===== src/rtl/universal_range_counter_if.sv =====
// Control/status bundle for universal_range_counter: window, step, policy and events.
interface universal_range_counter_if #(
  parameter int N = 8
);
  logic         syn_clr;
  logic         load;
  logic         en;
  logic         up;
  logic         mode;
  logic [N-1:0] d;
  logic [N-1:0] lo;
  logic [N-1:0] hi;
  logic [N-1:0] step;
  logic [N-1:0] q;
  logic         max_tick;
  logic         min_tick;
  logic         wrap_pulse;
  logic         sat_pulse;
  logic         cfg_err;

  modport master (
    output syn_clr, load, en, up, mode, d, lo, hi, step,
    input  q, max_tick, min_tick, wrap_pulse, sat_pulse, cfg_err
  );

  modport slave (
    input  syn_clr, load, en, up, mode, d, lo, hi, step,
    output q, max_tick, min_tick, wrap_pulse, sat_pulse, cfg_err
  );
endinterface


===== src/rtl/universal_range_counter.sv =====
// Bounded up/down counter with run-time window [lo, hi], programmable step,
// wrap/saturate edge policy and registered one-cycle event pulses.
module universal_range_counter #(
  parameter int N = 8
) (
  input  logic                     clk,
  input  logic                     rst_n,
  universal_range_counter_if.slave bus
);

  logic [N-1:0] q_q, q_d;
  logic         wrap_q, wrap_d;
  logic         sat_q, sat_d;
  logic         cfg_err;
  logic [N:0]   sum;
  logic [N:0]   diff;

  assign cfg_err = (bus.lo > bus.hi);

  always_comb begin
    q_d    = q_q;
    wrap_d = 1'b0;
    sat_d  = 1'b0;
    // One extra bit keeps carry/borrow visible instead of silently wrapping at 2^N.
    sum    = {1'b0, q_q} + {1'b0, bus.step};
    diff   = {1'b0, q_q} - {1'b0, bus.step};
    if (!cfg_err) begin
      if (bus.syn_clr) begin
        q_d = bus.lo;
      end else if (bus.load) begin
        if (bus.d < bus.lo)      q_d = bus.lo;
        else if (bus.d > bus.hi) q_d = bus.hi;
        else                     q_d = bus.d;
      end else if (bus.en && (bus.step != '0)) begin
        if (bus.up) begin
          if (sum > {1'b0, bus.hi}) begin
            if (bus.mode) begin
              q_d   = bus.hi;
              sat_d = 1'b1;
            end else begin
              q_d    = bus.lo;
              wrap_d = 1'b1;
            end
          end else begin
            q_d = sum[N-1:0];
          end
        end else begin
          if (diff[N] || (diff[N-1:0] < bus.lo)) begin
            if (bus.mode) begin
              q_d   = bus.lo;
              sat_d = 1'b1;
            end else begin
              q_d    = bus.hi;
              wrap_d = 1'b1;
            end
          end else begin
            q_d = diff[N-1:0];
          end
        end
      end
    end
  end

  always_ff @(posedge clk or negedge rst_n) begin
    if (!rst_n) begin
      q_q    <= '0;
      wrap_q <= 1'b0;
      sat_q  <= 1'b0;
    end else begin
      q_q    <= q_d;
      wrap_q <= wrap_d;
      sat_q  <= sat_d;
    end
  end

  assign bus.q          = q_q;
  assign bus.wrap_pulse = wrap_q;
  assign bus.sat_pulse  = sat_q;
  assign bus.max_tick   = (q_q == bus.hi);
  assign bus.min_tick   = (q_q == bus.lo);
  assign bus.cfg_err    = cfg_err;

endmodule


===== src/flat_wrapper.sv =====
// flat-port wrapper written by rule: the top's interface ports become plain ports
module universal_range_counter_flat 
#(
  parameter int N = 8
)
  (clk, rst_n, bus_syn_clr, bus_load, bus_en, bus_up, bus_mode, bus_d, bus_lo, bus_hi, bus_step, bus_q, bus_max_tick, bus_min_tick, bus_wrap_pulse, bus_sat_pulse, bus_cfg_err);
  universal_range_counter_if #(.N(N)) bus_i ();
  input  logic clk;
  input  logic rst_n;
  input wire logic [$bits(bus_i.syn_clr)-1:0] bus_syn_clr;
  input wire logic [$bits(bus_i.load)-1:0] bus_load;
  input wire logic [$bits(bus_i.en)-1:0] bus_en;
  input wire logic [$bits(bus_i.up)-1:0] bus_up;
  input wire logic [$bits(bus_i.mode)-1:0] bus_mode;
  input wire logic [$bits(bus_i.d)-1:0] bus_d;
  input wire logic [$bits(bus_i.lo)-1:0] bus_lo;
  input wire logic [$bits(bus_i.hi)-1:0] bus_hi;
  input wire logic [$bits(bus_i.step)-1:0] bus_step;
  output wire logic [$bits(bus_i.q)-1:0] bus_q;
  output wire logic [$bits(bus_i.max_tick)-1:0] bus_max_tick;
  output wire logic [$bits(bus_i.min_tick)-1:0] bus_min_tick;
  output wire logic [$bits(bus_i.wrap_pulse)-1:0] bus_wrap_pulse;
  output wire logic [$bits(bus_i.sat_pulse)-1:0] bus_sat_pulse;
  output wire logic [$bits(bus_i.cfg_err)-1:0] bus_cfg_err;
  assign bus_i.syn_clr = bus_syn_clr;
  assign bus_i.load = bus_load;
  assign bus_i.en = bus_en;
  assign bus_i.up = bus_up;
  assign bus_i.mode = bus_mode;
  assign bus_i.d = bus_d;
  assign bus_i.lo = bus_lo;
  assign bus_i.hi = bus_hi;
  assign bus_i.step = bus_step;
  assign bus_q = bus_i.q;
  assign bus_max_tick = bus_i.max_tick;
  assign bus_min_tick = bus_i.min_tick;
  assign bus_wrap_pulse = bus_i.wrap_pulse;
  assign bus_sat_pulse = bus_i.sat_pulse;
  assign bus_cfg_err = bus_i.cfg_err;
  universal_range_counter #(.N(N)) u_core (.clk(clk), .rst_n(rst_n), .bus(bus_i));
endmodule

===== config.mk =====
export PLATFORM = sky130hd
export DESIGN_NAME = universal_range_counter_flat
export DESIGN_NICKNAME = d
export VERILOG_FILES = /design/src/rtl/universal_range_counter_if.sv /design/src/rtl/universal_range_counter.sv /design/src/flat_wrapper.sv
export SDC_FILE = /design/constraint.sdc
export NUM_CORES = 1
export LEC_CHECK = 0
export ABC_CLOCK_PERIOD_IN_PS = 5020
export BUFFER_PORTS_ARGS = -buffer_cell sky130_fd_sc_hd__buf_4
export CORE_UTILIZATION = 40
export DETAILED_ROUTE_END_ITERATION = 7
export PLACE_DENSITY = 0.7
export SLEW_MARGIN = 25
export SYNTH_ARGS = -nofsm -noshare
export SYNTH_HDL_FRONTEND = slang
export SYNTH_SLANG_ARGS = --single-unit
export TNS_END_PERCENT = 50

===== constraint.sdc =====
create_clock -name clk -period 5.02 [get_ports clk]
set_input_delay 0.251 -clock clk [delete_from_list [all_inputs] [get_ports clk]]
set_output_delay 0.251 -clock clk [all_outputs]
set_load 0.01 [all_outputs]

==> impl_metrics.toml, run 1 <==
[critical_path]
timing.reg2reg.setup_slack_ns = 0.59
path_depth = 14
critPathKind = "reg -> reg"
critPathRequiredTime_ns = 5.14
worstPathBufferInverterCount = 0
max_stage_delay_ns = 0.51
reg2reg_to = "u_core.bus.q[5]"
ff2ff_path_depth = 14
cp-startpoint = "u_core.bus.q[0]"
crit_chain = "ha_1, fa_1, nor2b_1, o311ai_1, nand2_1, o311ai_0, ha_1, a22oi_1, o211ai_1, a31oi_1, o21a_2, o311ai_1, a2111oi_2, o22ai_1"
crit_family = "compound AO/OA/AOI/OAI gates"
cp-endpoint = "u_core.bus.q[5]"
cp_slowest_cell = "o311ai_0"
path_max_fanout = 13
worstPathArrival_ns = 4.55
start_kind = "flop"
crit_path_end_kind = "flop"
r2r_start = "u_core.bus.q[0]"

[power_and_ir_drop]
seq_power_share_pct = 12.2
p_leak_nw = 1.59
p_sw_share_pct = 52.2
internal-power_w = 0.000636
p_comb_share_pct = 79.6
peakVddDrop_uv = 131
power_switching_w = 0.000696
powerDensity_nw_per_um2 = 395
clockPowerShare_pct = 8.2

[detailed_routing]
dr.first_iter.drc_count = 227
routed_via_density = 5.92
drt_wl_total_um = 8980
final_antenna_net_count = 0
drt-wirelength-per-cell_um = 17.7
num_vias = 3000
first_pass_iters = 5
drc_errors = 0

[grt]
grt-ovfl-total = 0
grtUsageTotal_pct = 24.3
grt_max_degree = 20
grt_pass1_wl_um = 14100
first_global_vias = 2791
antenna_found_initial = 0

[logic_synthesis]
yosysMostFrequentCell = "ha_1"
synth_fa_ha_area_share_pct = 25.0
synth.area.mux_share_pct = 6.55
ys_seq_area_share_pct = 8.73
synth_cells = 366
synth_top_cell_by_area = "ha_1"
syn_nets = 461
synth_seq_cells = 10
synth_compound_area_share_pct = 27.5
synthFlopType = "dfrtp_1"
synthArstFlopShare_pct = 100
synth_common_cells = "54 x ha_1, 39 x inv_1, 25 x nand2_1"
synth-edff-count = 0
synth_xor_area_share_pct = 7.95
synth.top_cell.area_share_pct = 23.6
ys_types = 64
syn_avg_cell_area_um2 = 7.83
synth_top_family_by_area = "compound AO/OA/AOI/OAI gates"
synthTopCellsByArea = "ha_1 24%, dfrtp_1 8.7%, xnor2_1 7.0%"
yosys.area_share.simple_pct = 16.9
synth_area_um2 = 2870
yosysWarnings = 0

[floorplan]
core_um2 = 6870
rows = 30
die_height_um = 86.6
die_w_um = 86.6
initial_core_util_pct = 41.7
die-area_um2 = 7510
io_pins = 52

[clock_tree]
cts_buffers = 3
cts_max_level = 1
cts_resized = 0
clk_pin_slew_ns = 0.06
root_buffer = "clkbuf_8"
cts_tree = "built"
worstSkewPairLatency_ns = 0.25
clkSinkCount = 10
clockBufferDepth = 2

[timing]
fin_skew_ns = 0.00184
rsz0062_at_grt = "no"
tightest_slew_ns = 0.914
fmax_ghz = 0.226
finalCritPeriodShare_pct = 88.3
whs_ns = 0.321
setup_viol = 0
maxSlewViolCount = 0
slew_headroom_pct = 39.1
fin_crit_ns = 4.43
hold_viol_final = 0
setup-tns-final_ns = 0

[final_layout]
fill_cells = 684
layout.nets = 507
syn2layout_area_growth_pct = 17.6
fin_util_pct = 49.1
num_antenna_cells = 0
drive_gt1_share_pct = 16.1
multiInputGateArea_um2 = 2400
register_area_um2 = 250

[placement]
place_congestion = 0.957
io_buffers = 51
dp_hpwl_um = 7370

[flow_run]
max_cap_viol_count = 0

[status]
run_status = "finished, final reports clean"

[worst_hold_path]
hold_class = "in -> reg"
[cells in the final DEF, fill, tap and decap left out, types with 4 or more instances in the layout]
cell       instances
nor4_1             5
clkbuf_8           4
mux2i_1           15
a211o_1            5
buf_4             51
o22ai_1            7
a21o_1             7
nor2_1            23
inv_1             39
a21oi_1           19
o21ai_0           17
xnor2_1           23
a31oi_1            6
nand3_1            8
dfrtp_1           10
nand2_1           25
ha_1              54
and2_1             4
o211ai_1           4
nor2b_1            8
o2111ai_1          4
nand4_1           10
[power groups by stage]
stage	logic [W]	clock network [W]	registers, W
2_1_floorplan	0.000778	0	0.000157
3_3_place_gp	0.00102	0	0.000161
3_5_place_dp	0.00103	0	0.000164
4_1_cts	0.00104	0.000109	0.000162
5_1_grt	0.00117	0.000113	0.000168
6_report	0.00106	0.000109	0.000162
[routing by layer]
layer	up-vias	wire (µm)	GRT usage, %
met3	27	469	3.90
met1	1400	4210	33.3
met4	0	293	6.06
li1	1451	-	-
met5	-	0	0
met2	122	4010	39.7
[through the flow]
step | instance area, µm² | total power [W] | std cells | worst slack [ns]
2_1_floorplan | 2870 | 0.000934 | 366 | 1.20
3_3_place_gp | 3300 | 0.00118 | 502 | 0.861
3_5_place_dp | 3300 | 0.00119 | 502 | 0.650
4_1_cts | 3370 | 0.00131 | 507 | 0.601
5_1_grt | 3370 | 0.00145 | 507 | 0.333
6_report | 3370 | 0.00133 | 507 | 0.587
[registers in the layout (all words and copies together) (netlist names)]
register / count
u_core.bus.q: 8
u_core.bus.sat_pulse: 1
u_core.bus.wrap_pulse: 1
[cell families (layout without fill, tap and decap cells)]
family                     after synthesis  after routing
AOI/OAI and AO/OA                      109            109
xor gates and xnor gates                26             26
adders and majority gates               56             56
buffers and inverters                   50             95
DFF                                     10             10
muxes                                   18             18
and+or+nand+nor                         97             97
[layout make-up]
type                    instances  share of cell area, %
repair buffers                 52                   11.7
flip-flops and latches         10                   7.43
multi-input cells             306                   71.4
well taps                      96                   3.56
inverters                      39                   4.34
clock buffers                   4                   1.63
[repair_timing]
action | in CTS | in global routing
endpoints found under the hold margin | 10 | 0
setup buffers | 0 | 0
hold buffers | 1 | 0
[worst reg2reg max path, delay by kind of cell, from the launching register on]
kind / cells / cell delay (ns)
AND/OR/NAND/NOR: 2 / 0.26
adder cells (fa/ha/maj): 3 / 1.02
AO/OA/AOI/OAI: 9 / 2.56
flip-flops: 1 / 0.46
[worst min-delay path by stage]
stage / startpoint / cells past startpoint / end
3_3_place_gp: rst_n / 1 / u_core.bus.q[2]
6_report: bus_mode / 2 / u_core.bus.wrap_pulse
5_1_grt: bus_mode / 2 / u_core.bus.wrap_pulse
2_1_floorplan: rst_n / 0 / u_core.bus.q[0]
4_1_cts: bus_mode / 2 / u_core.bus.wrap_pulse
3_5_place_dp: rst_n / 1 / u_core.bus.q[1]
Power figures use the tool's default switching activity.
==> run 2, diff against run 1 <==
--- a/config.mk
+++ b/config.mk
@@ -7,9 +7,9 @@
 export LEC_CHECK = 0
 export ABC_CLOCK_PERIOD_IN_PS = 5020
 export BUFFER_PORTS_ARGS = -buffer_cell sky130_fd_sc_hd__buf_4
-export CORE_UTILIZATION = 40
+export CORE_UTILIZATION = 58
 export DETAILED_ROUTE_END_ITERATION = 7
-export PLACE_DENSITY = 0.7
+export PLACE_DENSITY = 0.92
 export SLEW_MARGIN = 25
 export SYNTH_ARGS = -nofsm -noshare
 export SYNTH_HDL_FRONTEND = slang
==> run 2 against run 1 <==
Compared with the run above:
- critical path type unchanged
- sequential cell count is the same
- core utilization rose by 22 points
- global-route usage up 11 points
- largest cell class unchanged
==> impl_metrics.toml, run 2 (same netlist as run 1, synthesis figures left out) <==
[status]
run_status = "finished, final reports clean"

[floorplan]
die_height_um = 72.3
rows = 25
io_pins = 52
die_w_um = 72.3
die-area_um2 = 5230
core_um2 = 4720
initial_core_util_pct = 60.7

[flow_run]
max_cap_viol_count = 0

[timing]
fin_skew_ns = 0.00448
slew_headroom_pct = 39.8
fin_crit_ns = 4.47
tightest_slew_ns = 0.903
maxSlewViolCount = 0
hold_viol_final = 0
fmax_ghz = 0.224
setup_viol = 0
finalCritPeriodShare_pct = 89.1
rsz0062_at_grt = "no"
setup-tns-final_ns = 0

[clock_tree]
cts_tree = "built"
cts_max_level = 1
cts_buffers = 3
clockBufferDepth = 2
cts_resized = 0
worstSkewPairLatency_ns = 0.24
clkSinkCount = 10
root_buffer = "clkbuf_8"
clk_pin_slew_ns = 0.06

[detailed_routing]
drt-wirelength-per-cell_um = 18.7
dr.first_iter.drc_count = 387
drt_wl_total_um = 8940
first_pass_iters = 6
drc_errors = 0
final_antenna_net_count = 0
routed_via_density = 6.59
num_vias = 3150

[critical_path]
critPathRequiredTime_ns = 5.14
path_max_fanout = 13
critPathKind = "reg -> reg"
crit_path_end_kind = "flop"
start_kind = "flop"
cp_slowest_cell = "o311ai_0"
crit_chain = "ha_1, fa_1, nor2b_1, o311ai_1, nand2_1, o311ai_0, ha_1, a22oi_1, o211ai_1, a31oi_1, o21a_2, o311ai_1, a2111oi_2, o22ai_1"
worstPathArrival_ns = 4.59
max_stage_delay_ns = 0.53

[worst_hold_path]
hold_class = "in -> reg"

[grt]
grt-ovfl-total = 0
grt_max_degree = 20
first_global_vias = 2999
grt_pass1_wl_um = 14400
grtUsageTotal_pct = 35.5
antenna_found_initial = 0

[power_and_ir_drop]
total_power_w = 0.00134
powerDensity_nw_per_um2 = 401
p_leak_nw = 1.59
peakVddDrop_uv = 315

[final_layout]
fin_area_um2 = 3330
syn2layout_area_growth_pct = 16.3
drive_gt1_share_pct = 16.1
fill_cells = 385
num_antenna_cells = 0
final_common_cell = "ha_1"
layout_common_cells = "54 x ha_1, 51 x buf_4, 39 x inv_1"
largest_register_ff_count = 8
layout.nets = 507

[placement]
placed_area_um2 = 3270
dp_hpwl_um = 7260
place_congestion = 1.03
io_buffers = 51
==> run 2: cell counts in the layout (fill, tap and decap cells not counted) <==
Identical to the previous run, type by type.
==> run 2: metal layers <==
layer,wire [µm],GRT usage [%],up-vias,part of all wire [%]
met3,797,4.17,31,8.9
li1,-,-,1454,-
met1,3780,48.8,1469,42
met4,335,14.6,0,3.7
met2,4030,56.4,196,45
met5,0,0,-,0
==> run 2: worst paths after layout <==
check | slack [ns] | end | from | cells past startpoint
worst max-delay path | 0.55 | u_core.bus.q[5] | u_core.bus.q[0] | 14
worst min-delay path | 0.32 | u_core.bus.q[5] | bus_hi[5] | 3
worst max register to register | 0.55 | u_core.bus.q[5] | u_core.bus.q[0] | 14
worst min register to register | 0.68 | u_core.bus.q[0] | u_core.bus.q[0] | 2
max in group asynchronous | 4.47 | u_core.bus.q[6] | rst_n | 2
min in group asynchronous | 0.39 | u_core.bus.q[2] | rst_n | 2
==> run 2: per-stage QoR <==
step	std cells	worst slack [ns]	utilization, %	hold slack (ns)
6_report	478	0.547	70.6	0.317
5_1_grt	478	0.180	70.6	0.323
4_1_cts	478	0.633	70.6	0.309
3_5_place_dp	473	0.635	69.2	0.0942
3_3_place_gp	473	0.903	69.2	0.0932
2_1_floorplan	366	1.20	-	-0.0446
==> run 2: what timing repair did <==
item                                   in CTS  in global routing
buffers inserted                            0                  0
hold buffers                                1                  0
endpoints found under the hold margin      10                  0
==> run 2: where the power goes <==
part	total, W	switching (W)	internal, W
registers	0.000163	0.0000600	0.000103
clock network	0.000107	0.0000373	0.0000694
logic	0.00107	0.000602	0.000466
==> run 2: critical path, delay by kind of cell (launching register included) <==
kind | cells | cell delay (ns)
AOI/OAI and AO/OA | 9 | 2.59
adders and majority gates | 3 | 1.04
and+or+nand+nor | 2 | 0.28
DFF | 1 | 0.45
==> run 2: area by class of cell <==
type	count	area [µm²]	area share (%)
clock buffer	4	55.1	1.65
inverter	39	146	4.39
tap	67	83.8	2.52
timing repair buffer	52	393	11.8
sequential	10	250	7.51
multi-input combinational	306	2400	72.1
